### src/rtl/buck_ctrl_pkg.sv
// buck_ctrl_pkg: shared FSM state encoding for the buck PWM controller.
package buck_ctrl_pkg;
  localparam int STATE_W = 2;
  typedef enum logic [STATE_W-1:0] {
    IDLE       = 2'd0,
    SOFT_START = 2'd1,
    RUN        = 2'd2,
    FAULT      = 2'd3
  } state_t;
endpackage

### src/rtl/pwm_period_cnt.sv
// pwm_period_cnt: free-running 0..PERIOD_CYCLES-1 period counter with registered wrap pulse.
module pwm_period_cnt #(
  parameter int PERIOD_CYCLES = 200,
  parameter int CNT_W         = 16
) (
  input  logic             clk,
  input  logic             rst,
  input  logic             clr,
  output logic [CNT_W-1:0] cnt,
  output logic [CNT_W-1:0] cnt_nxt,
  output logic             wrap,
  output logic             period_start
);
  assign wrap    = cnt == CNT_W'(PERIOD_CYCLES - 1);
  assign cnt_nxt = (clr || wrap) ? '0 : cnt + 1'b1;
  always_ff @(posedge clk or posedge rst)
    if (rst) begin
      cnt          <= '0;
      period_start <= 1'b0;
    end else begin
      cnt          <= cnt_nxt;
      period_start <= wrap && !clr;
    end
endmodule

### src/rtl/buck_pwm_ctrl.sv
// buck_pwm_ctrl: buck converter PWM with soft-start, overcurrent fault and holdoff.
// Define BUCK_PWM_CTRL_AUTORETRY_EN to restart soft-start after holdoff instead of latching FAULT.
module buck_pwm_ctrl import buck_ctrl_pkg::*; #(
  parameter int PERIOD_CYCLES   = 200,
  parameter int CNT_W           = 16,
  parameter int SS_STEP         = 4,
  parameter int HOLDOFF_PERIODS = 8
) (
  input  logic               clk,
  input  logic               rst,
  input  logic               en,
  input  logic [CNT_W-1:0]   duty_cmd,
  input  logic               oc,
  output logic               gate,
  output logic               period_start,
  output logic [STATE_W-1:0] state
);
  localparam int HW = $clog2(HOLDOFF_PERIODS + 1);
  localparam logic [CNT_W-1:0] PMAX = CNT_W'(PERIOD_CYCLES);
  state_t st;
  logic [CNT_W-1:0] cnt, cnt_nxt, duty_act, target, ss_duty, nxt_duty;
  logic [CNT_W:0] ss_sum;
  logic [HW-1:0] hold;
  logic wrap;
  // Counter is cleared while idle and on the edge that returns to idle.
  pwm_period_cnt #(.PERIOD_CYCLES(PERIOD_CYCLES), .CNT_W(CNT_W)) u_cnt (
    .clk(clk), .rst(rst), .clr(st == IDLE || !en),
    .cnt(cnt), .cnt_nxt(cnt_nxt), .wrap(wrap), .period_start(period_start)
  );
  always_comb begin
    target   = (duty_cmd >= PMAX) ? PMAX : duty_cmd;
    ss_sum   = {1'b0, duty_act} + (CNT_W+1)'(SS_STEP);
    ss_duty  = (ss_sum >= {1'b0, target}) ? target : ss_sum[CNT_W-1:0];
    nxt_duty = (st == SOFT_START) ? ss_duty : target;
  end
  assign state = st;
  always_ff @(posedge clk or posedge rst)
    if (rst) begin
      st       <= IDLE;
      duty_act <= '0;
      hold     <= '0;
      gate     <= 1'b0;
    end else if (st == IDLE) begin
      st       <= (en && !oc) ? SOFT_START : IDLE;
      duty_act <= '0;
      hold     <= '0;
      gate     <= 1'b0;
    end else if (!en) begin
      st       <= IDLE;
      duty_act <= '0;
      hold     <= '0;
      gate     <= 1'b0;
    end else if (st == FAULT) begin
      gate <= 1'b0;
      if (oc) hold <= '0;
      else if (wrap) begin
`ifdef BUCK_PWM_CTRL_AUTORETRY_EN
        if (hold == HW'(HOLDOFF_PERIODS - 1)) begin
          st       <= SOFT_START;
          duty_act <= '0;
          hold     <= '0;
        end else hold <= hold + 1'b1;
`else
        if (hold != HW'(HOLDOFF_PERIODS)) hold <= hold + 1'b1;
`endif
      end
    end else if (oc) begin
      st   <= FAULT;
      hold <= '0;
      gate <= 1'b0;
    end else if (wrap) begin
      duty_act <= nxt_duty;
      gate     <= |nxt_duty;
      if (st == SOFT_START && nxt_duty == target) st <= RUN;
    end else gate <= cnt_nxt < duty_act;
endmodule

### config.mk
export PLATFORM = sky130hd
export DESIGN_NAME = buck_pwm_ctrl
export DESIGN_NICKNAME = d
export VERILOG_FILES = /design/src/rtl/buck_ctrl_pkg.sv /design/src/rtl/pwm_period_cnt.sv /design/src/rtl/buck_pwm_ctrl.sv
export SDC_FILE = /design/constraint.sdc
export NUM_CORES = 1
export LEC_CHECK = 0
export ABC_AREA = 1
export CORE_MARGIN = 5
export CORE_UTILIZATION = 52
export CTS_CLUSTER_DIAMETER = 150
export CTS_CLUSTER_SIZE = 40
export DETAILED_ROUTE_END_ITERATION = 8
export PLACE_DENSITY = 0.81
export SYNTH_ARGS = -nofsm -noshare
export SYNTH_HDL_FRONTEND = slang
export SYNTH_SLANG_ARGS = --single-unit
### constraint.sdc
create_clock -name clk -period 7.63 [get_ports clk]
set_input_delay 1.1445 -clock clk [delete_from_list [all_inputs] [get_ports clk]]
set_output_delay 1.1445 -clock clk [all_outputs]
set_load 0.01 [all_outputs]
==> results of run 1 <==
## synthesized netlist by cell type, types with 2 or more instances
master and number:
a211oi_1 2, a21oi_1 20, and3_1 2, buf_2 3, buf_6 2, dfrtp_1 36, ha_1 33, inv_1 79
inv_2 11, nand2_1 102, nand2_2 5, nand3_1 24, nand4_1 20, nor2_1 66, nor2_4 2, nor3_1 9
o21ai_0 9, o21ai_1 8, o22ai_1 16, xor2_1 8
## layer usage
layer	vias to the layer above	GRT usage, %
li1	1587	-
met1	1396	25.46
met2	86	33.08
met5	-	0
met3	21	1.787
met4	0	9.344
## kinds of logic (layout without fill, tap and decap cells)
kind of cell	Yosys count	after routing	share of synthesized area, %
other cells	1	8	0.1187
xor+xnor	8	8	2.217
buf+inv	96	122	11.99
flops	36	36	28.50
compound gates	61	61	11.16
fa+ha+maj	33	33	13.06
simple gates	236	236	32.94
## cell type report
type	count	area (um2)
clock buffer	8	90.09
fill	557	2354
inverter	90	337.8
multi-input combinational	346	1907
sequential	36	900.9
tap	75	93.84
timing repair buffer	24	237.7
## worst reg2reg max path: cells and delay by family, from the launching register on
| kind | cells | cell delay (ns) |
|---|---|---|
| buf+inv | 3 | 0.29 |
| fa+ha+maj | 1 | 0.28 |
| flops | 1 | 0.42 |
| simple gates | 18 | 2.51 |
| xor+xnor | 1 | 0.23 |
## flip-flops by register name, indices dropped and copies added, names as in the netlist
signal and flops:
duty_act 16, u_cnt.cnt 16, state 2, gate 1, u_cnt.period_start 1
## worst min path at each step
| stage | startpoint | endpoint | slack [ns] | cells past startpoint |
|---|---|---|---|---|
| 6_report | u_cnt.cnt[0]$_DFF_PP0_ | u_cnt.cnt[0]$_DFF_PP0_ | 0.49 | 1 |
| 5_1_grt | u_cnt.cnt[0]$_DFF_PP0_ | u_cnt.cnt[0]$_DFF_PP0_ | 0.52 | 1 |
| 4_1_cts | u_cnt.cnt[0]$_DFF_PP0_ | u_cnt.cnt[0]$_DFF_PP0_ | 0.49 | 1 |
| 3_5_place_dp | u_cnt.cnt[0]$_DFF_PP0_ | u_cnt.cnt[0]$_DFF_PP0_ | 0.48 | 1 |
| 3_3_place_gp | u_cnt.cnt[0]$_DFF_PP0_ | u_cnt.cnt[0]$_DFF_PP0_ | 0.47 | 1 |
| 2_1_floorplan | u_cnt.cnt[0]$_DFF_PP0_ | u_cnt.cnt[0]$_DFF_PP0_ | 0.45 | 1 |
## placed cells by master (no fill, tap or decap), types with 9 or more instances in the layout
| cell | instances |
|---|---|
| nor3_1 | 9 |
| nand2_1 | 102 |
| o22ai_1 | 16 |
| nor2_1 | 66 |
| inv_1 | 79 |
| nand4_1 | 20 |
| clkdlybuf4s50_1 | 23 |
| o21ai_0 | 9 |
| inv_2 | 11 |
| dfrtp_1 | 36 |
| nand3_1 | 24 |
| a21oi_1 | 20 |
| ha_1 | 33 |
## power breakdown
group	internal [mW]	switching, mW
combinational	0.0874	0.170
sequential	0.205	0.0134
clock	0.0737	0.0672
total	0.366	0.250
==> impl_metrics.yaml, run 1 <==
status:
  status: "completed"
worst_setup_path:
  worst_ep_arrival_time_ns: 4.61
  regToRegSetupSlack_ns: 3.78
  timing_endpoint_of_the_critical_path: "state[1]$_DFFE_PP0P_"
  cp_num_cells: 25
  worst_setup_path_start_kind: "primary input"
  crit_type: "in2reg"
  r2r_cells: 23
  slowest_stage: "nand2_2"
  timing.critical_path.buf_inv: 3
  regToRegStartpoint: "duty_act[2]$_DFFE_PP0P_"
  timing.critical_path.max_delay_family: "simple AND/OR/NAND/NOR gates"
  cp-startpoint: "duty_cmd[9]"
  timing.critical_path.slowest_cell_delay_ns: 0.44
  cp_max_fo: 20
  cp_common_cell: "nand2_1"
  cp-end-kind: "register"
  worstPathRequired_ns: 7.81
  r2r-end: "state[1]$_DFFE_PP0P_"
die:
  coreArea_mm2: 0.005921
  start_util_pct: 53.38
  boundaryPins: 24
  vertical_die_dimension_um: 87.96
  fp.dieW_um: 87.96
  die_area_mm2: 0.007737
  floorplan.rows: 28
yosys:
  synth_top_cells_by_area: "dfrtp_1 29%, ha_1 13%, nand2_1 12%"
  netlist.top_cell.by_area: "dfrtp_1"
  synth_seq_cells: 36
  mean_cell_area_of_the_mapped_netlist_um2: 6.710
  dominant_synthesized_flop_cell: "dfrtp_1"
  synth_top_area_share_pct: 28.50
  fraction_of_the_yosys_area_taken_by_sequential_cells_pct: 28.50
  synthesis.instances: 471
  post_synthesis_cell_type_count: 34
  mappedNetlistArea_mm2: 0.003161
  ys_async_sr_fraction_pct: 100.0
  synth_enable_flop_cells: 0
  synth_warnings: 0
clock_network:
  tritoncts: "yes"
  clock_tree.root_cell: "clkbuf_8"
  post-cts-setup-buffers: 0
  htreeDepth: 2
  cts-resized-gates: 0
  ctsLongestPathBuffers: 2
  tritoncts.num_buffers: 5
  clk_pin_slew_worst_paths_ns: 0.07
  insertion_delay_ns: 0.29
  clock_sinks: 36
  cts_hold_repair.buffers: 0
timing:
  min_period_ns: 4.425
  tns_ns: 0
  drv_slew: 0
  finalCritPeriodShare_pct: 57.99
  timing.final.setup_violations: 0
  slew-limit-headroom_pct: 51.05
  unrepaired_setup_endpoints_after_global_routing: "no"
  worstMarginPinSlew_ns: 0.7343
  whs_ns: 0.4875
  final_hold_violation_count: 0
  max_freq_mhz: 226.0
  final.setup_skew_ns: 0.004226
  setup_slack_ns: 3.205
global_routing:
  grt_first_pass_wirelength_um: 12240
  grt_max_degree: 37
  groute.usage.overall_pct: 19.70
  grt_overflow: 0
  antenna_found_initial: 0
  first_global_vias: 2860
final_layout:
  final_util_pct: 60.25
  syn_to_final_growth_pct: 12.87
  finish.cell_count_without_fillers: 579
  layout.nets: 556
  fin_area_mm2: 0.003567
  antenna_cells: 0
  fraction_of_layout_instances_using_a_drive_strength_above_1_pct: 6.151
detailed_routing:
  routedWlPerCell_um: 12.64
  ant_nets: 0
  highest_layer: "met4"
  detailroute.via_count: 3090
  route.final.wire_length_um: 7316
  post_detailed_route_drc_marker_count: 0
  avg_vias_per_cell: 5.337
  route.met2.wl_um: 3375
  detail_route.iter0.violations: 230
  drtPass1Iterations: 4
  dr_wl_met3_um: 275
  m1_wl_um: 3431
place:
  placement.cell_area_mm2: 0.003477
  dpl.hpwl_um: 5908
  place_worst_setup_slack_ns: 2.912
  numPlacedInstances: 571
  place.port_buffers: 23
  gp_congestion: 0.9495
pwr:
  ir_drop_uv: 92.75
  pwr_density_cell_mw_per_mm2: 172.7
  report.power.total_mw: 0.6160
  power.static_leakage_nw: 1.849
flow_run:
  max_cap_violations: 0
hold_path:
  holdCritPathClass: "reg2reg"
(Power assumes the default switching activity.)
==> run 2: changes to the inputs <==
- PLACE_DENSITY: 0.81 -> 0.84
- clock period: 7.63 -> 4.04 ns (I/O delays scaled with it)
==> run 2 against run 1 <==
Setup slack got worse by 2.9 ns. Combinational power is 91% higher. Clock power grew 95%. Highest routed layer unchanged. Sequential power rose by 89%. Cell count rose by 0.17%. Worst hold slack better by 0.00081 ns. Wire length grew 2.5%. First-iteration DRC count down 26%. Largest power group unchanged. Flip-flop and latch count unchanged. Register-to-register slack worse by 3.5 ns. Non-clock buffer count up 2.
==> impl_metrics.yaml, run 2 (synthesized netlist as in run 1, its figures left out) <==
clock_network:
  post-cts-setup-buffers: 0
  clock_sinks: 36
  cts_hold_repair.buffers: 0
  insertion_delay_ns: 0.29
  tritoncts: "yes"
  tritoncts.num_buffers: 5
  clk_pin_slew_worst_paths_ns: 0.07
  clock_tree.root_cell: "clkbuf_8"
  htreeDepth: 2
  cts-resized-gates: 0
  ctsLongestPathBuffers: 2
worst_setup_path:
  cp-end-kind: "register"
  crit_type: "reg2reg"
  cp_max_fo: 15
  timing.critical_path.max_delay_family: "simple AND/OR/NAND/NOR gates"
  timing.critical_path.buf_inv: 2
  cp_common_cell: "nand2_1"
  worst_setup_path_start_kind: "register"
  timing.critical_path.slowest_cell_delay_ns: 0.42
  r2r_cells: 22
  cp_num_cells: 22
  worstPathCellList: "ha_1, nand3_2, nor2_4, nand2_1, nor2_1, xor2_1, ha_1, nand2_1, inv_2, nand2_1, nand2_1, nand2_1, nand3_1, nor2_4, nand2_2, buf_4, o21ai_1, nand4_1, nor3_1, nand2_1, nand2_1, nor2_1"
  worstPathRequired_ns: 4.22
  slowest_stage: "dfrtp_1"
  worst_ep_arrival_time_ns: 3.90
die:
  fp.dieW_um: 87.96
  floorplan.rows: 28
  coreArea_mm2: 0.005921
  vertical_die_dimension_um: 87.96
  start_util_pct: 53.38
  boundaryPins: 24
  die_area_mm2: 0.007737
pwr:
  power.static_leakage_nw: 1.863
  ir_drop_uv: 198.9
  pwr_density_cell_mw_per_mm2: 328.3
  report.power.total_mw: 1.178
global_routing:
  groute.usage.overall_pct: 21.22
  grt_max_degree: 26
  use_met1_pct: 26.63
  antenna_found_initial: 0
  grt_first_pass_wirelength_um: 13120
  grt_overflow: 0
  use_met2_pct: 35.96
  first_global_vias: 3052
  grt_use_met3_pct: 1.976
  grt_max_usage_layer: "met2"
detailed_routing:
  post_detailed_route_drc_marker_count: 0
  drtPass1Iterations: 5
  detail_route.iter0.violations: 171
  route.final.wire_length_um: 7502
  avg_vias_per_cell: 5.381
  ant_nets: 0
  detailroute.via_count: 3121
  routedWlPerCell_um: 12.93
final_layout:
  layout.nets: 558
  final_common_cell: "nand2_1"
  fraction_of_layout_instances_using_a_drive_strength_above_1_pct: 6.733
  syn_to_final_growth_pct: 13.54
  fill_cells: 534
  final_util_pct: 60.61
  fin_area_mm2: 0.003588
  antenna_cells: 0
  most-common-layout-cells: "102 x nand2_1, 79 x inv_1, 66 x nor2_1"
flow_run:
  max_cap_violations: 0
timing:
  unrepaired_setup_endpoints_after_global_routing: "no"
  final.setup_skew_ns: 0.004213
  whs_ns: 0.4883
  min_period_ns: 3.721
  finalCritPeriodShare_pct: 92.10
  timing.final.setup_violations: 0
  tns_ns: 0
  drv_slew: 0
  max_freq_mhz: 268.8
  worstMarginPinSlew_ns: 0.9512
  slew-limit-headroom_pct: 36.52
  final_hold_violation_count: 0
hold_path:
  hold_critical_path_depth: 1
  holdCritPathClass: "reg2reg"
place:
  dpl.hpwl_um: 6100
  placement.cell_area_mm2: 0.003492
  gp_congestion: 0.9574
  place.port_buffers: 23
status:
  status: "completed"
[run 2: cell types whose count changed in the layout (fill, tap and decap cells not counted)]
cell	delta
clkbuf_8	+1
clkbuf_1	-2
buf_4	+2
[run 2: per-stage QoR]
| stage | cells | setup WS (ns) |
|---|---|---|
| finish | 580 | 0.3193 |
| floorplan | 478 | 1.149 |
| global placement | 573 | 0.2286 |
| global route | 580 | 0.01800 |
| CTS | 580 | 0.3782 |
| detailed placement | 573 | 0.1684 |
[run 2: worst reg2reg max path, cell delays in order (launching register included)]
cell	delay (ns)
dfrtp_1	0.42
ha_1	0.23
nand3_2	0.12
nor2_4	0.17
nand2_1	0.10
nor2_1	0.12
xor2_1	0.25
ha_1	0.29
nand2_1	0.11
inv_2	0.04
nand2_1	0.05
nand2_1	0.04
nand2_1	0.06
nand3_1	0.11
nor2_4	0.28
nand2_2	0.25
buf_4	0.23
o21ai_1	0.20
nand4_1	0.13
nor3_1	0.15
nand2_1	0.10
nand2_1	0.09
nor2_1	0.05
[run 2: worst paths after layout]
path                                              start                      end  slack (ns)
worst min-delay path             u_cnt.cnt[0]$_DFF_PP0_   u_cnt.cnt[0]$_DFF_PP0_        0.49
max in group asynchronous                           rst           gate$_DFF_PP0_        2.48
min in group asynchronous                           rst  duty_act[2]$_DFFE_PP0P_        0.84
worst min register to register   u_cnt.cnt[0]$_DFF_PP0_   u_cnt.cnt[0]$_DFF_PP0_        0.49
worst max register to register  duty_act[2]$_DFFE_PP0P_           gate$_DFF_PP0_        0.32
worst max-delay path            duty_act[2]$_DFFE_PP0P_           gate$_DFF_PP0_        0.32
[run 2: power by group]
| part | switching [mW] | internal (mW) | leakage (nW) |
|---|---|---|---|
| clock network | 0.123 | 0.152 | 0.0503 |
| logic | 0.321 | 0.170 | 1.31 |
| registers | 0.0253 | 0.387 | 0.499 |
[run 2: layer usage]
layer / up-vias / part of all wire, %
li1: 1583 / -
met3: 19 / 3.6
met5: - / 0
met2: 85 / 48
met4: 0 / 3.6
met1: 1434 / 45
[run 2: cell type report]
cell class	instances	area, um2	share of cell area (%)
clock buffers	7	96.34	2.685
well taps	75	93.84	2.615
flip-flops and latches	36	900.9	25.10
multi-input cells	346	1907	53.14
inverters	90	337.8	9.414
repair buffers	26	252.7	7.043
